## src/rtl/mul_seq.sv

```systemverilog
// Sequential unsigned shift-and-add multiplier: one BUS_WIDTH ripple adder
// reused over BUS_WIDTH iterations, with a start/busy/done handshake.

module add #(
  parameter int BUS_WIDTH = 16
) (
  input  logic [BUS_WIDTH-1:0] a,
  input  logic [BUS_WIDTH-1:0] b,
  output logic [BUS_WIDTH-1:0] sum,
  output logic                 carry
);
  always_comb begin
    {carry, sum} = {1'b0, a} + {1'b0, b};
  end
endmodule

module mul_seq #(
  parameter int BUS_WIDTH = 16
) (
  input  logic                   clk,
  input  logic                   rst,
  input  logic                   start,
  input  logic [BUS_WIDTH-1:0]   a,
  input  logic [BUS_WIDTH-1:0]   b,
  output logic                   busy,
  output logic                   done,
  output logic [2*BUS_WIDTH-1:0] product
);
  localparam int CW = $clog2(BUS_WIDTH + 1);

  typedef enum logic [1:0] {IDLE, RUN, DONE} state_t;

  state_t                 state;
  logic [BUS_WIDTH-1:0]   m;
  logic [BUS_WIDTH-1:0]   hi;
  logic [BUS_WIDTH-1:0]   lo;
  logic [CW-1:0]          cnt;
  logic [BUS_WIDTH-1:0]   addend;
  logic [BUS_WIDTH-1:0]   sum;
  logic                   carry;
  logic [2*BUS_WIDTH-1:0] shifted;

  always_comb begin
    addend  = lo[0] ? m : '0;
    // Carry-out lands in the top bit, so the product never overflows.
    shifted = {carry, sum, lo[BUS_WIDTH-1:1]};
  end

  add #(.BUS_WIDTH(BUS_WIDTH)) u_add (
    .a     (hi),
    .b     (addend),
    .sum   (sum),
    .carry (carry)
  );

  always_ff @(posedge clk or posedge rst) begin
    if (rst) begin
      state   <= IDLE;
      busy    <= 1'b0;
      done    <= 1'b0;
      product <= '0;
      m       <= '0;
      hi      <= '0;
      lo      <= '0;
      cnt     <= '0;
    end else begin
      case (state)
        IDLE: begin
          if (start) begin
            m     <= a;
            hi    <= '0;
            lo    <= b;
            cnt   <= '0;
            state <= RUN;
            busy  <= 1'b1;
          end
        end
        RUN: begin
          {hi, lo} <= shifted;
          cnt      <= cnt + CW'(1);
          if (cnt == CW'(BUS_WIDTH - 1)) begin
            product <= shifted;
            state   <= DONE;
            busy    <= 1'b0;
            done    <= 1'b1;
          end
        end
        DONE: begin
          done <= 1'b0;
          // Accepting here gives one result every BUS_WIDTH+1 cycles.
          if (start) begin
            m     <= a;
            hi    <= '0;
            lo    <= b;
            cnt   <= '0;
            state <= RUN;
            busy  <= 1'b1;
          end else begin
            state <= IDLE;
          end
        end
        default: state <= IDLE;
      endcase
    end
  end
endmodule

```

## config.mk

```make
export PLATFORM = sky130hd
export DESIGN_NAME = mul_seq
export DESIGN_NICKNAME = d
export VERILOG_FILES = /design/src/rtl/mul_seq.sv
export SDC_FILE = /design/constraint.sdc
export NUM_CORES = 1
export LEC_CHECK = 0
export CELL_PAD_IN_SITES_DETAIL_PLACEMENT = 0
export CELL_PAD_IN_SITES_GLOBAL_PLACEMENT = 1
export CORE_ASPECT_RATIO = 0.5
export CORE_MARGIN = 2
export CORE_UTILIZATION = 44
export CTS_BUF_LIST = sky130_fd_sc_hd__clkbuf_2
export DETAILED_ROUTE_END_ITERATION = 10
export PLACE_DENSITY = 0.81
export SLEW_MARGIN = 30
export SYNTH_ARGS = -nofsm -noshare
export SYNTH_HDL_FRONTEND = slang
export SYNTH_SLANG_ARGS = --single-unit
```

## constraint.sdc

```tcl
create_clock -name clk -period 3.3 [get_ports clk]
set_input_delay 0.66 -clock clk [delete_from_list [all_inputs] [get_ports clk]]
set_output_delay 0.66 -clock clk [all_outputs]
set_load 0.005 [all_outputs]
```

==> metrics.md, run 1 <==
| Metric | Value |
|---|---|
| Internal Power | 3.024 mW |
| Sequential share of the synthesized area | roughly 52% |
| DRT antenna net count | 0 |
| Power, Total | between 4 and 5 mW |
| Via density | between 5 and 6 |
| Fin. max-slew vios | 0 |
| CP peak stage delay | ~500 ps |
| GR Util All Layers | between 10% and 20% |
| Detailed-route via count | 3009 |
| Crit-path slowest cell | dfrtp_1 |
| Htree depth | 3 |
| Port buffer count | ~70 |
| Synthesized cell area | around 4300 um2 |
| Post-layout util | between 50% and 60% |
| Async S/R FF share, synth | 100.0% |
| Required @ worst endpoint | ~3700 ps |
| Die area | 10550 um2 |
| Min Tclk post-route | 2563 ps |
| Synthesized Nets | between 400 and 500 |
| Worst R2R Path Depth | 9 |
| Drt initial violations | between 150 and 200 |
| Ys flop type | dfrtp_1 |
| Flop pwr share | just under 40% |
| Vias in the first global route | between 2000 and 3000 |
| Slew of the pin with the lowest slew margin | between 500 and 600 ps |
| Worst path depth | 9 |
| Final setup TNS | 0 ps |
| Setup crit start kind | register |
| Ys Warns | 0 |
| Core area | roughly 9400 um2 |
| Site Rows | 25 |
| Gate Count Post-Synth | 370 |
| Multi-input logic area | 1932 um2 |
| FF/Latch Area | about 2200 um2 |
| Largest net degree at the start of global routing | 90 |
| Die height | about 74 um |
| P_leak | 2.452 nW |
| Post-DP HPWL | 6096 um |
| Clk pwr share | between 10% and 20% |
| Global route hottest layer | met2 |
| Total global routing overflow | 0 |
| DR WL/cell | about 15 um |
| RSZ-0062 raised after global routing | no |
| Worst Hold Class | input pin to asynchronous set/reset pin |
| Most common cell after layout, fill and taps aside | dfrtp_1 |
| FF-to-FF Start | lo[0] |
| Maximum vdd drop | between 0.2 and 0.3 mV |
| Combinational power share | 48.1% |
| Fmax | roughly 390 MHz |
| Final Skew | between 20 and 30 ps |
| EDFF count, synth | 0 |
| First-pass GRT wire length | around 15000 um |
| Status | completed |
| Final period util | roughly 78% |
| Crit path buf inv count | 0 |
| Die W | around 140 um |
| Share of the synthesized area in the top cell type | between 50 and 60% |
| Worst Setup End Kind | register |
| Fill cells | about 860 |
| # IOs | ~70 |
| Crit-path cells | and2_1 > ha_1 > fa_1 > a21o_1 > a31oi_2 > o2bb2ai_2 > a221oi_2 > xor2_1 > o21ai_1 |
| TritonCTS clock tree | done |
| Slew HR | between 60% and 70% |
| Starting Density | a little under half |
| Delay-heaviest family, CP | compound AO/OA/AOI/OAI gates |
| Critical path type | register to register |
| Routed WL | just under 9000 um |
| Psw | between 1.5 and 2 mW |
| Reg clk slew, reported paths | around 260 ps |
| R2r endpoint | product[29] |
| Switching share of power | 37.41% |
| CTS sink count | between 80 and 90 |
| Top post-synthesis cells by area | dfrtp_1, mux2_2, ha_1 |
| Fin nets | just under 500 |
| # hold bufs at CTS | 0 |
| Setup violators final | 0 |
| GP Congestion | roughly 0.85 |
| Critical path peak fanout | 8 |
| DRC | 0 |
| R2R setup slack | roughly 740 ps |
| Setup bufs post-CTS | 0 |
| Num CTS Buffers | 9 |
| CTS Buffer Depth | 2 |
| Synthesized flop and latch total | between 80 and 90 |
| Layout cell share with drive strength beyond 1 | between 10% and 20% |
| Met2 Track Usage GR | a little under 30% |
| Critical Path AT | 3000 ps |
| PwrDens | 924.0 nW/um2 |
| Netlist cell types | 42 |
| Drt pass-1 iters | 5 |
| Most frequent cells in the layout | dfrtp_1, clkdlybuf4s50_1, nand2_1 |
| Clock root cell | clkbuf_2 |
| CTS resizes | 0 |
| Initial antenna violation count | 0 |
| Antenna cells | 0 |
| Largest area contributor in the netlist | dfrtp_1 |
| M1 GR Usage | roughly a quarter |
| Syn avg cell area | 11.53 um2 |
| Clock latency on the worst-skew pair | 560 ps |
| Final hold violations | 0 |
| Syn-to-layout area delta | 22.55% |
| Met3 global-route usage | under 10% |
| Count of max-cap constraint violations | 0 |
sequential cells by signal, indices dropped and copies added (netlist names):
signal	flops
m	16
cnt	5
busy	1
state	2
done	1
lo	16
hi	16
product	32
worst min-delay path, cell delays in order:
cell,delay [ps]
clkdlybuf4s50_1,410
clkinv_2,60
buf_12,360
power by group through the flow:
stage	combinational, mW	sequential [mW]	clock (mW)
6_report	2.32	1.88	0.632
4_1_cts	2.35	1.89	0.661
5_1_grt	2.59	1.94	0.709
3_5_place_dp	2.34	1.91	0
3_3_place_gp	2.27	1.89	0
2_1_floorplan	1.60	1.84	0
per-stage QoR:
step	cell area, um2	setup WS, ps	hold slack (ps)	instances
2_1_floorplan	4267	333.1	449.3	370
3_3_place_gp	5090	847.0	457.0	562
3_5_place_dp	5090	765.6	469.2	562
4_1_cts	5229	739.4	429.7	578
5_1_grt	5229	594.5	446.4	578
6_report	5229	737.5	474.8	578
cell usage after synthesis (4+ instances only):
library cell	number
xnor2_1	5
a21oi_1	12
mux2_2	38
o21ai_0	33
o21ai_1	7
and2_1	16
ha_1	18
nand4_1	4
mux2i_1	16
a21o_1	8
a22o_1	11
xor2_1	9
nand2_1	50
clkbuf_1	6
buf_2	7
dfrtp_1	89
metal layers:
metal,routed length (um),vias up
met5,0,-
met4,64,0
met3,465,5
met2,4096,59
met1,4144,1498
li1,-,1447
how the worst max path moves through the flow:
stage,start,endpoint,slack (ps)
2_1_floorplan,rst,busy,330
3_3_place_gp,lo[0],product[29],850
3_5_place_dp,lo[0],product[29],770
4_1_cts,lo[0],product[29],740
5_1_grt,lo[0],product[29],590
6_report,lo[0],product[29],740
area by class of cell:
| class | instances | area share, % |
|---|---|---|
| inverter | 4 | 0.3111 |
| multi-input combinational | 259 | 36.95 |
| timing repair buffer | 75 | 14.26 |
| tap | 135 | 3.230 |
| clock inverter | 7 | 1.795 |
| sequential | 89 | 42.59 |
| clock buffer | 9 | 0.8615 |
logic make-up (layout without fill, tap and decap cells):
logic type	Yosys count	count (layout)	synth area share [%]
DFF	89	89	52.20
AOI/OAI and AO/OA	88	88	13.43
and+or+nand+nor	84	84	9.208
muxes	54	54	13.78
buffers and inverters	22	95	2.756
adders and majority gates	19	19	5.748
xor gates and xnor gates	14	14	2.874
(Power assumes the default switching activity.)
==> inputs of run 2 (changes only) <==
--- a/config.mk
+++ b/config.mk
@@ -9,10 +9,10 @@
 export CELL_PAD_IN_SITES_GLOBAL_PLACEMENT = 1
 export CORE_ASPECT_RATIO = 0.5
 export CORE_MARGIN = 2
-export CORE_UTILIZATION = 44
+export CORE_UTILIZATION = 40
 export CTS_BUF_LIST = sky130_fd_sc_hd__clkbuf_2
 export DETAILED_ROUTE_END_ITERATION = 10
-export PLACE_DENSITY = 0.81
+export PLACE_DENSITY = 0.78
 export SLEW_MARGIN = 30
 export SYNTH_ARGS = -nofsm -noshare
 export SYNTH_HDL_FRONTEND = slang
==> constraint.sdc (replaced) <==
create_clock -name clk -period 2.3 [get_ports clk]
set_input_delay 0.46 -clock clk [delete_from_list [all_inputs] [get_ports clk]]
set_output_delay 0.46 -clock clk [all_outputs]
set_load 0.005 [all_outputs]
==> run 2 against run 1 <==
The flow now finishes with violations (setup timing). Power up 58%. First-iteration DRC count down 48%. Critical path depth is the same. Cell count up 4.7%. Die area is 9.6% higher. Setup slack worse by 750 ps. Non-clock buffer count rose by 22. Sequential cell count unchanged. Sequential share of layout area decreased by 2.9 points. Routed wire length up 4.4%. Via count decreased by 0.83%.
==> metrics.md, run 2 (synthesized netlist as in run 1, its figures left out) <==
| Metric | Value |
|---|---|
| Post-DP HPWL | 6032 um (-1.1%) |
| Maximum vdd drop | 0.5046 mV (+69%) |
| Final period util | 100.8% (+23 points) |
| Met3 global-route usage | 5.238% (-0.89 points) |
| Fin. max-slew vios | 0 (unchanged) |
| Global route hottest layer | met2 |
| Detailed-route via count | 2984 (-0.83%) |
| DP Worst Slack | -185.4 ps (-951.0 ps) |
| Met2 Track Usage GR | 24.98% (-4.5 points) |
| Via density | 4.932 (-5.3%) |
| Clock root cell | clkbuf_2 |
| Critical path peak fanout | 4 (-4) |
| Die area | 11560 um2 (+9.6%) |
| # hold bufs at CTS | 0 (unchanged) |
| TritonCTS clock tree | done |
| Slew HR | 60.07% (-2.8 points) |
| Worst Setup End Kind | register |
| Fmax | 431.5 MHz (+11%) |
| Starting Density | 41.50% (-3.7 points) |
| DR WL/cell | 15.13 um (-0.27%) |
| Failing checks | setup timing |
| Total global routing overflow | 0 (unchanged) |
| Clock latency on the worst-skew pair | 570 ps (about the same) |
| M1 GR Usage | 23.72% (+0.23 points) |
| Critical Path AT | 2800 ps (-200 ps) |
| Required @ worst endpoint | 2780 ps (-960 ps) |
| Drt pass-1 iters | 6 (+1) |
| DRC | 0 (unchanged) |
| Worst Hold Class | input pin to asynchronous set/reset pin |
| GR Util All Layers | 16.83% (-1.2 points) |
| FF-to-FF Start | lo[0] |
| Htree depth | 3 (unchanged) |
| Syn-to-layout area delta | 31.70% |
| Slew of the pin with the lowest slew margin | 597.5 ps (+43.18 ps) |
| Fin nets | 514 (+4.5%) |
| Most frequent cells in the layout | dfrtp_1, clkdlybuf4s50_1, nand2_1 |
| Final instance area | 5619 um2 (+7.5%) |
| Core area | 10280 um2 (+8.8%) |
| Count of max-cap constraint violations | 0 (unchanged) |
| Reg with most FFs | product |
| Critical path type | register to register |
| Initial antenna violation count | 0 (unchanged) |
| Routed WL | 9156 um (+4.4%) |
| Most common cell after layout, fill and taps aside | dfrtp_1 |
| Layout cell share with drive strength beyond 1 | 26.02% (+9.1 points) |
| Antenna cells | 0 (unchanged) |
| P_leak | 2.576 nW (+5.1%) |
| Status | complete, but fails checks |
| Site Rows | 26 (+4.0%) |
| Die height | 77.03 um (+4.6%) |
| # IOs | 69 (unchanged) |
| Min Hold Slack | 320.5 ps (-154.3 ps) |
| CTS Buffer Depth | 2 (unchanged) |
| Final Skew | 25.55 ps (-4.160 ps) |
| Max reg flops | 32 (unchanged) |
| Vias in the first global route | 3003 (+0.47%) |
| Drt initial violations | 86 (-48%) |
| Port buffer count | 68 (unchanged) |
| Placed standard-cell area | 5231 um2 (+2.8%) |
| Final setup TNS | -28.41 ps (-28.41 ps) |
| PwrDens | 1361 nW/um2 (+47%) |
| Setup violators final | 3 (+3) |
| DRT antenna net count | 0 (unchanged) |
| Final WS setup | -17.48 ps (-754.9 ps) |
| First-pass GRT wire length | 15110 um (+3.9%) |
| CP startpoint | lo[0] |
| Min Tclk post-route | 2317 ps (-245.1 ps) |
| CTS sink count | 89 (unchanged) |
| Die W | 150.1 um (+4.7%) |
| Largest net degree at the start of global routing | 90 (unchanged) |
| Reg clk slew, reported paths | 230 ps (-30 ps) |
| GP Congestion | 0.7839 (-7.3%) |
| RSZ-0062 raised after global routing | yes |
| Setup crit start kind | register |
| Num CTS Buffers | 9 (unchanged) |
| Final hold violations | 0 (unchanged) |
[run 2: repair_timing]
action / 4_1_cts / 5_1_grt
gates resized for setup: 19 / 18
buffers inserted: 3 / 6
pin swaps: 11 / 18
setup endpoints to repair: 17 / 16
hold endpoints to repair: 0 / 0
[run 2: area by class of cell]
class,instances,area (um2)
clock buffer,11,55.05
clock inverter,5,56.30
fill,936,4661
inverter,4,18.77
multi-input combinational,259,2126
sequential,89,2228
tap,140,175.2
timing repair buffer,97,959.7
[run 2: stage by stage]
step,power [mW],utilization (%),std cells
2_1_floorplan,4.937,-,370
3_3_place_gp,6.179,50.62,579
3_5_place_dp,6.315,50.89,580
4_1_cts,7.425,53.52,599
5_1_grt,8.305,54.66,605
6_report,7.648,54.66,605
[run 2: metal layers]
layer | wire [um] | vias up | share of wire, %
met2 | 4127 | 41 | 45
met4 | 102 | 0 | 1.1
met3 | 364 | 10 | 4.0
li1 | - | 1493 | -
met1 | 4561 | 1440 | 50
met5 | 0 | - | 0
[run 2: path summary, 6_finish.rpt]
path	to	slack (ps)	cells past startpoint
setup / recovery	hi[13]	-20	9
hold / removal	busy	320	3
setup reg to reg	hi[13]	-20	9
hold reg to reg	product[20]	510	2
max in group asynchronous	lo[0]	1590	3
min in group clk	m[1]	480	2
[run 2: worst max-delay path, cell delays in order, from the launching register on]
cell and delay, ps:
dfrtp_2 500, and2_4 160, ha_4 150, fa_2 350
a21o_1 210, a31oi_4 210, o2bb2ai_4 90, a221oi_2 250
xor2_1 220, o21ai_1 90
[run 2: report_power, final]
group	internal [mW]	switching, mW	leakage [nW]
sequential	2.27	0.449	1.11
clock	0.254	0.536	0.0618
combinational	2.29	1.85	1.40
total	4.82	2.83	2.58
==> inputs of run 3 (changes only) <==
--- a/config.mk
+++ b/config.mk
@@ -9,10 +9,11 @@
 export CELL_PAD_IN_SITES_GLOBAL_PLACEMENT = 1
 export CORE_ASPECT_RATIO = 0.5
 export CORE_MARGIN = 2
-export CORE_UTILIZATION = 40
+export CORE_UTILIZATION = 47
 export CTS_BUF_LIST = sky130_fd_sc_hd__clkbuf_2
 export DETAILED_ROUTE_END_ITERATION = 10
-export PLACE_DENSITY = 0.78
+export PLACE_DENSITY = 0.86
+export SETUP_SLACK_MARGIN = 0.2
 export SLEW_MARGIN = 30
 export SYNTH_ARGS = -nofsm -noshare
 export SYNTH_HDL_FRONTEND = slang
==> constraint.sdc (replaced) <==
create_clock -name clk -period 2.69 [get_ports clk]
set_input_delay 0.538 -clock clk [delete_from_list [all_inputs] [get_ports clk]]
set_output_delay 0.538 -clock clk [all_outputs]
set_load 0.005 [all_outputs]
==> run 3 against run 2 <==
The flow now finishes without violations. Clock power down 24%. Utilization rose by 6.0 points. Sequential share of layout area increased by 2.2 points. Global-route usage up 3.5 points. Largest cell class unchanged.
==> metrics.md, run 3 (synthesized netlist as in run 1, its figures left out) <==
| Metric | Value |
|---|---|
| Htree depth | 3 (unchanged) |
| Die height | 71.37 um (-7.3%) |
| Layout cell share with drive strength beyond 1 | 20.67% (-5.4 points) |
| CTS sink count | 89 (unchanged) |
| Final period util | 91.50% (-9.3 points) |
| DRC | 0 (unchanged) |
| Clock root cell | clkbuf_2 |
| First-pass GRT wire length | 15810 um (+4.6%) |
| Critical Path AT | 2940 ps (+140 ps) |
| DR WL/cell | 16.44 um (+8.6%) |
| Vias in the first global route | 3134 (+4.4%) |
| GR Util All Layers | 20.29% (+3.5 points) |
| Detailed-route via count | 3068 (+2.8%) |
| Max reg flops | 32 (unchanged) |
| P_leak | 2.466 nW (-4.3%) |
| GP Congestion | 0.9059 (+16%) |
| Critical path type | register to register |
| DP Worst Slack | 87.87 ps (+273.3 ps) |
| Fmax | 406.3 MHz (-5.8%) |
| Total global routing overflow | 0 (unchanged) |
| Met3 global-route usage | 5.214% (-0.024 points) |
| Placed cell count | 546 (-5.9%) |
| Slew of the pin with the lowest slew margin | 685.6 ps (+88.15 ps) |
| Global route hottest layer | met2 |
| Starting Density | 48.66% (+7.2 points) |
| Status | completed |
| Reg clk slew, reported paths | 250 ps (+20 ps) |
| Count of max-cap constraint violations | 0 (unchanged) |
| Drt pass-1 iters | 4 (-2) |
| Most frequent cells in the layout | dfrtp_1, clkdlybuf4s50_1, nand2_1 |
| Final cell count without fillers | 567 (-6.3%) |
| Final setup TNS | 0 ps (+28.41 ps) |
| Critical path peak fanout | 5 (+1) |
| Die W | 138.7 um (-7.5%) |
| Final instance area | 5321 um2 (-5.3%) |
| Met2 Track Usage GR | 33.88% (+8.9 points) |
| Fin. max-slew vios | 0 (unchanged) |
| Maximum vdd drop | 0.4070 mV (-19%) |
| CTS Buffer Depth | 2 (unchanged) |
| Reg with most FFs | product |
| Initial antenna violation count | 0 (unchanged) |
| # IOs | 69 (unchanged) |
| RSZ-0062 raised after global routing | yes |
| Die area | 9902 um2 (-14%) |
| M1 GR Usage | 26.65% (+2.9 points) |
| Slew HR | 54.19% (-5.9 points) |
| DRT antenna net count | 0 (unchanged) |
| TritonCTS clock tree | done |
| Fill cells | 718 (-23%) |
| Placed standard-cell area | 5117 um2 (-2.2%) |
| Post-DP HPWL | 6581 um (+9.1%) |
| Power, Total | 6.026 mW (-21%) |
| Post-layout util | 60.69% (+6.0 points) |
| Setup crit start kind | register |
| Min Tclk post-route | 2461 ps (+144.0 ps) |
| Min Hold Slack | 366.4 ps (+45.85 ps) |
| PwrDens | 1132 nW/um2 (-17%) |
| Fin nets | 499 (-2.9%) |
| Setup violators final | 0 (-3) |
| Final WS setup | 228.5 ps (+246.0 ps) |
| Num CTS Buffers | 9 (unchanged) |
| Clock latency on the worst-skew pair | 570 ps (about the same) |
| Most common cell after layout, fill and taps aside | dfrtp_1 |
| Largest net degree at the start of global routing | 41 (-54%) |
| Worst Setup End Kind | register |
| Required @ worst endpoint | 3170 ps (+390 ps) |
| Drt initial violations | 118 (+37%) |
| Final hold violations | 0 (unchanged) |
| Antenna cells | 0 (unchanged) |
| Worst Hold Class | input pin to asynchronous set/reset pin |
| Core area | 8768 um2 (-15%) |
| Site Rows | 24 (-7.7%) |
| Routed WL | 9322 um (+1.8%) |
| Port buffer count | 68 (unchanged) |
| Via density | 5.411 (+9.7%) |
| Syn-to-layout area delta | 24.72% |
| Final Skew | 31.92 ps (+6.370 ps) |
-- run 3: cell types whose count changed in the layout (fill, tap and decap cells not counted), sizes merged --
cell	delta
bufinv	-1
clkinv	+2
buf	-15
clkbuf	-1
-- run 3: area by class of cell --
| class | count | area (um2) | share of cell area [%] |
|---|---|---|---|
| multi-input combinational | 259 | 2002 | 37.62 |
| timing repair buffer | 82 | 830.8 | 15.61 |
| clock buffer | 10 | 50.05 | 0.9405 |
| inverter | 4 | 18.77 | 0.3527 |
| tap | 117 | 146.4 | 2.751 |
| sequential | 89 | 2228 | 41.88 |
| clock inverter | 6 | 45.04 | 0.8465 |
-- run 3: routing by layer --
layer	vias up	wire (um)
li1	1456	-
met1	1541	4351
met2	57	4518
met3	14	319
met4	0	132
met5	-	0
-- run 3: power by group --
part | switching [mW] | internal (mW)
clock network | 0.473 | 0.126
logic | 1.51 | 1.61
registers | 0.368 | 1.94
total | 2.35 | 3.68
-- run 3: worst paths after layout --
kind / to / slack (ps) / cells after the start / startpoint
min: hi[9] / 370 / 2 / rst
min in group clk: product[23] / 510 / 2 / product[23]
max: product[30] / 230 / 9 / lo[0]
min reg2reg: product[23] / 510 / 2 / product[23]
max in group asynchronous: cnt[3] / 1680 / 3 / rst
max reg2reg: product[30] / 230 / 9 / lo[0]
-- run 3: worst max-delay path, stage by stage (launching register included) --
cell and delay (ps):
dfrtp_2 490, buf_4 160, and2_1 130, ha_1 330, o211ai_1 290, o211ai_1 150
a21oi_2 250, o21bai_1 130, xor2_1 170, mux2_2 280
-- run 3: repair_timing --
item,in CTS,in global routing
hold buffers,0,0
gates resized for setup,1,16
buffers inserted,2,3
setup endpoints to repair,6,11
pin swaps,2,9
